`config.mk`:
```
export PLATFORM = sky130hd
export DESIGN_NAME = alu_sequencer
export DESIGN_NICKNAME = d
export VERILOG_FILES = /design/src/rtl/alu_sequencer.sv
export SDC_FILE = /design/constraint.sdc
export NUM_CORES = 1
export LEC_CHECK = 0
export CORE_AREA = 2 2 62 108
export DETAILED_ROUTE_END_ITERATION = 10
export DIE_AREA = 0 0 64 110
export PLACE_DENSITY = 0.77
export RECOVER_POWER = 50
export SYNTH_ARGS = -nofsm -noshare
export SYNTH_HDL_FRONTEND = slang
export SYNTH_SLANG_ARGS = --single-unit
```
`constraint.sdc`:
```
create_clock -name i_clk -period 1.79 [get_ports i_clk]
set_input_delay 0.358 -clock i_clk [delete_from_list [all_inputs] [get_ports i_clk]]
set_output_delay 0.358 -clock i_clk [all_outputs]
set_load 0.02 [all_outputs]
```
`src/rtl/alu_sequencer.sv`:
```
// alu_sequencer: 4x8 register file sequencing an external ALU over IDLE/EXEC/DRIVE; ALU_SEQ_QUEUE_EN adds a one-entry pending command
module alu_sequencer (
  input  logic       i_clk,
  input  logic       i_reset,
  input  logic       i_start,
  input  logic [1:0] i_op,
  input  logic       i_sub,
  input  logic [1:0] i_srcA,
  input  logic [1:0] i_srcB,
  input  logic [1:0] i_dst,
  input  logic       i_wrEn,
  input  logic [1:0] i_wrAddr,
  input  logic [7:0] i_wrData,
  input  logic [1:0] i_rdAddr,
  output logic [7:0] o_rdData,
  output logic [7:0] o_a,
  output logic [7:0] o_b,
  output logic [1:0] o_aluOp,
  output logic       o_subShiftDir,
  output logic       o_aluWr,
  output logic       o_noe,
  input  logic [7:0] i_bus,
  input  logic       i_negative,
  input  logic       i_nZero,
  output logic       o_flagN,
  output logic       o_flagNZ,
  output logic       o_ready,
  output logic       o_busy,
  output logic       o_done
);
  typedef enum logic [1:0] {IDLE, EXEC, DRIVE} state_t;
  state_t state;
  logic [7:0] regs [4];
  logic [1:0] dst, l_op, l_a, l_b, l_dst;
  logic l_sub, go;
  assign o_rdData = regs[i_rdAddr];
`ifdef ALU_SEQ_QUEUE_EN
  logic p_v, p_sub;
  logic [1:0] p_op, p_a, p_b, p_dst;
  assign o_ready = ~p_v;
  assign go = state == IDLE && (p_v || i_start);
  always_comb begin
    l_op = p_v ? p_op : i_op;
    l_sub = p_v ? p_sub : i_sub;
    l_a = p_v ? p_a : i_srcA;
    l_b = p_v ? p_b : i_srcB;
    l_dst = p_v ? p_dst : i_dst;
  end
  always_ff @(posedge i_clk) begin
    if (i_reset) begin
      p_v <= 1'b0;
      p_op <= 2'd0;
      p_sub <= 1'b0;
      p_a <= 2'd0;
      p_b <= 2'd0;
      p_dst <= 2'd0;
    end else if (p_v) begin
      p_v <= state != IDLE;
    end else if (i_start && state != IDLE) begin
      p_v <= 1'b1;
      p_op <= i_op;
      p_sub <= i_sub;
      p_a <= i_srcA;
      p_b <= i_srcB;
      p_dst <= i_dst;
    end
  end
`else
  assign o_ready = ~o_busy;
  assign go = state == IDLE && i_start;
  assign l_op = i_op;
  assign l_sub = i_sub;
  assign l_a = i_srcA;
  assign l_b = i_srcB;
  assign l_dst = i_dst;
`endif
  always_ff @(posedge i_clk) begin
    if (i_reset) begin
      state <= IDLE;
      for (int i = 0; i < 4; i++) regs[i] <= 8'd0;
      o_a <= 8'd0;
      o_b <= 8'd0;
      o_aluOp <= 2'd0;
      o_subShiftDir <= 1'b0;
      dst <= 2'd0;
      o_aluWr <= 1'b0;
      o_noe <= 1'b1;
      o_busy <= 1'b0;
      o_done <= 1'b0;
      o_flagN <= 1'b0;
      o_flagNZ <= 1'b0;
    end else begin
      state <= go ? EXEC : state == EXEC ? DRIVE : IDLE;
      o_aluWr <= go;
      o_noe <= state != EXEC;
      o_busy <= go || state == EXEC;
      o_done <= state == DRIVE;
      for (int i = 0; i < 4; i++)
        if (state == DRIVE && dst == 2'(i)) regs[i] <= i_bus;
        else if (i_wrEn && i_wrAddr == 2'(i)) regs[i] <= i_wrData;
      if (state == DRIVE) begin
        o_flagN <= i_negative;
        o_flagNZ <= i_nZero;
      end
      if (go) begin
        o_a <= regs[l_a];
        o_b <= regs[l_b];
        o_aluOp <= l_op;
        o_subShiftDir <= l_sub;
        dst <= l_dst;
      end
    end
  end
endmodule

```
======== After elaboration in Yosys (flattened, before gate mapping) ========
Memory sizes are Yosys's and may differ from the RTL's. A register that Yosys moved wholly into a read port is not among the register bits.
Index checks and enable logic that the tools add are counted.
cells by class
  equal/unequal tests ..................... 9
  muxes and demuxes ....................... 40
  bitwise gates (word level) .............. 9
  reduce and logical (&&, ||, !) cells .... 14
operator list
  kind                                                                      count
  8-bit 2-to-1 mux                                                          8
  1-bit 2-to-1 mux                                                          31
  2-bit == test (second input constant)                                     5
  1-bit logical AND                                                         9
  1-bit OR                                                                  8
  2-bit by 1-bit == test with 1-bit output (second input constant)          3
  2-bit zero test                                                           3
  2-bit 2-to-1 mux                                                          1
  2-bit by 1-bit inequality test with 1-bit output (second input constant)  1
  2-bit OR reduction                                                        1
  1-bit logical OR                                                          1
  1-bit inverter                                                            1
storage, ports and cells
  flip-flop bits (word level) ............. 13
  memory bits (writable) .................. 32
  input port bits ......................... 35
  output and inout bits ................... 34
  logic and storage cells ................. 84
  memories kept ........................... 1
memory list
  name  depth  bits a word  rd ports  clocked after memory_dff  write ports  line  source
  regs  4      8            3         2                         4            33    logic [7:0] regs [4];

======== Depth between registers and ports, before layout ========
  word-level depth ........................ 7
  gate-level depth with buffers ........... 6
  gate-level depth less buffers ........... 3

======== Worst setup path after synthesis ========
Ideal clock, no wire load.
  path kind ............................... reg-to-reg
  start point ............................. reg o_aluWr (netlist name)
  end point ............................... mem regs[1][0], enable pin
  setup time .............................. 301 ps
  data arrival time ....................... 1,465 ps
  data required time ...................... 1,489 ps
  slack ................................... 23 ps
  stages on the path, launching flop included .. 6
  buffers on the path ..................... 3
  clock period less this slack ............ 1,767 ps
  path through ............................ dfxtp_1 -> buf_2 -> nand4bb_1 -> clkbuf_1 -> clkbuf_1 -> nand2_1
RTL lines
  item           line
  end, declared  33

==> metrics.txt <==
fin cells 391; clk root buf clkbuf_8; FFs w/ async S/R, synth 0; via count of the first global-routing pass 2249; synthesized-area fraction occupied by and/or/nand/nor cells 0.118; CP startpoint regs[3][1]$_DFFE_PP_; Setup crit end o_rdData[1]; ANT nets after route 0; mux contribution to synthesized area 0.188; total gr overflow 0; pwr dens 859 nW/um2; CTS Buf Count 9; Hold Path Class flop to flop; post-synthesis sequential area ratio 0.512; H-Tree Level Count 3; Worst EP arrival 1420 ps; Yosys top cell area share 0.323; Die Footprint 7040 um2; GRT Overall Usage 0.209; reg-to-reg setup timing slack 60 ps; RSZ-0062 raised after global routing true; die height 110 um; Clock Path Buffers 2; synthesized flop and latch total 60; Final Hold Violating Endpoints 0; Final Core Density 0.688; largest family of logic cells by synthesized area multiplexers; Worst Clk Skew 7.46 ps; RR Endpoint regs[2][7]$_SDFFCE_PN0P_; via density per instance 5.73; Period minus WS final 1780 ps; layout cells sized above 1 0.260; CTS tree yes; Reg area 1520 um2; number of port buffers 68; Post-CTS Hold Fix Bufs 0; final weighted congestion in routability-driven placement 0.836; status completed; First DRT Iteration DRCs 122; Worst Path Max Fanout 2; most frequent cell after synthesis a22o_1; Data required, critical path 1430 ps; Post-Syn Area per Cell 13.9 um2; crit path capture type primary output; syn nets 249; Site Rows 38; CTS sink cnt 60; fin nets 341; Vias 2239; clock network latency to the later pin of the worst-skew pair 340 ps; Fillers 443; placed cells 372; dominant synthesized flop cell edfxtp_1; DRC viols 0; Distinct cells, synth 25; Post-Syn Instances 214; Synth Area in XOR/XNOR 0; initial antenna violation count 0; Worst R2R Path Depth 5; area of the multi-input gates 1350 um2; number of flops mapped to enable cells by yosys 32; achievable clock frequency 562 MHz; average wire per standard cell 17.5 um; crit path kind flop to primary output; Compound-Gate Fraction of Synth Area 0.149; post-route clock period utilization 0.994; Ports 69; slew margin rel. 0.560; Area contributors post-synth edfxtp_1 32%, dfxtp_1 19%, mux4_2 18%; Initial DRT Pass Iterations 4; worst vdd ir 749 uV; Final Setup Violations 0; Leak 1.62 nW; worst slew pin tran 658 ps; Post-synth top cells 45 x a22o_1, 32 x edfxtp_1, 28 x dfxtp_1, 24 x mux4_2, 11 x nand2b_1; pin count of the biggest net entering global routing 24; area delta synth->final 41.9%; max-cap violations 0; synth warn 0; synthesized-area fraction occupied by adder cells 0; Worst setup SP type flop; global-route wire length before repair 10900 um; Reg clk slew, reported paths 60 ps; reg-to-reg startpoint dst[1]$_SDFFE_PP0P_; Inserted Diodes 0; Detailed Route WL 6840 um; largest area contributor in the netlist edfxtp_1; DIE WIDTH 64 um; Placeable Area 6130 um2; final hold slack 480 ps; Sum Neg Setup Slack 0 ps; initial core utilization 0.485; mapped cell area 2970 um2; Slew Viols, Final 0; Post-DP HPWL 5400 um
==> flip-flops by register name (all words and copies together), names as in the netlist, 2 cells and up <==
signal and count:
regs 32, o_a 8, dst 2, o_aluOp 2
o_b 8
==> power by group <==
| part | internal (W) | switching [W] | total, W |
|---|---|---|---|
| Clock | 0.000921 | 0.000501 | 0.00142 |
| Combinational | 0.000354 | 0.000263 | 0.000617 |
| Sequential | 0.00153 | 0.0000532 | 0.00159 |
| Total | 0.00281 | 0.000817 | 0.00363 |
==> metal layers <==
layer,part of all wire,track usage,vias up
li1,-,-,1048
met1,0.36,0.214,1094
met2,0.57,0.379,79
met3,0.043,0.0518,18
met4,0.029,0.123,0
met5,0,0,-
==> cell usage in the layout, fill, tap and decap left out, drive strengths merged, types with 2 or more instances in the layout <==
cell | netlist | routed
clkdlybuf4s50 | 0 | 57
a22o | 45 | 45
buf | 12 | 36
edfxtp | 32 | 32
dfxtp | 28 | 28
mux4 | 24 | 24
clkbuf | 8 | 16
nand2b | 11 | 11
nor2b | 10 | 10
nand3 | 9 | 9
o21ai | 8 | 8
nor2 | 7 | 7
nor4b | 4 | 4
nand2 | 3 | 3
inv | 3 | 3
bufinv | 0 | 3
nor4bb | 2 | 2
mux2i | 2 | 2
clkinv | 0 | 2
dlygate4sd2 | 0 | 2
==> through the flow <==
stage | worst slack [ps] | power (W) | instance area [um2]
after global placement | -671 | 0.00223 | 4030
after detailed placement | -674 | 0.00225 | 4030
after global routing | -20.8 | 0.00375 | 4220
after CTS | -10.4 | 0.00365 | 4220
after floorplan | 23.3 | 0.00191 | 2970
final | 10.5 | 0.00363 | 4220
==> worst max-delay path, stage by stage, from the launching register on <==
cell	delay, ps
edfxtp_1	430
mux4_2	510
buf_6	150
==> logic make-up after synthesis <==
group	count (synthesis)
flip-flops	60
AO/OA/AOI/OAI	54
AND/OR/NAND/NOR	51
multiplexers	26
buffers and inverters	23
==> cell type report <==
type / count / share of cell area
Multi-Input combinational cell: 131 / 0.320
Tap cell: 80 / 0.0237
Inverter: 3 / 0.00267
Sequential cell: 60 / 0.361
Clock inverter: 5 / 0.0237
Timing Repair Buffer: 101 / 0.238
Clock buffer: 11 / 0.0311
==> worst min-delay path by stage <==
| stage | start | end | slack, ps | cells past startpoint |
|---|---|---|---|---|
| global route | o_b[1]$_SDFFE_PP0P_ | o_b[1]$_SDFFE_PP0P_ | 490 | 1 |
| finish | o_b[4]$_SDFFE_PP0P_ | o_b[4]$_SDFFE_PP0P_ | 480 | 1 |
| CTS | o_aluOp[1]$_SDFFE_PP0P_ | o_aluOp[1]$_SDFFE_PP0P_ | 480 | 1 |
| global placement | o_aluOp[0]$_SDFFE_PP0P_ | o_aluOp[0]$_SDFFE_PP0P_ | 460 | 1 |
| detailed placement | o_aluOp[1]$_SDFFE_PP0P_ | o_aluOp[1]$_SDFFE_PP0P_ | 460 | 1 |
| floorplan | i_dst[0] | dst[0]$_SDFFE_PP0P_ | 490 | 1 |
==> what timing repair did <==
action,CTS,global route
setup buffers,0,3
hold endpoints to repair,0,0
endpoints found under the setup margin,9,14
gates resized for setup,37,11
Power figures use the tool's default switching activity.
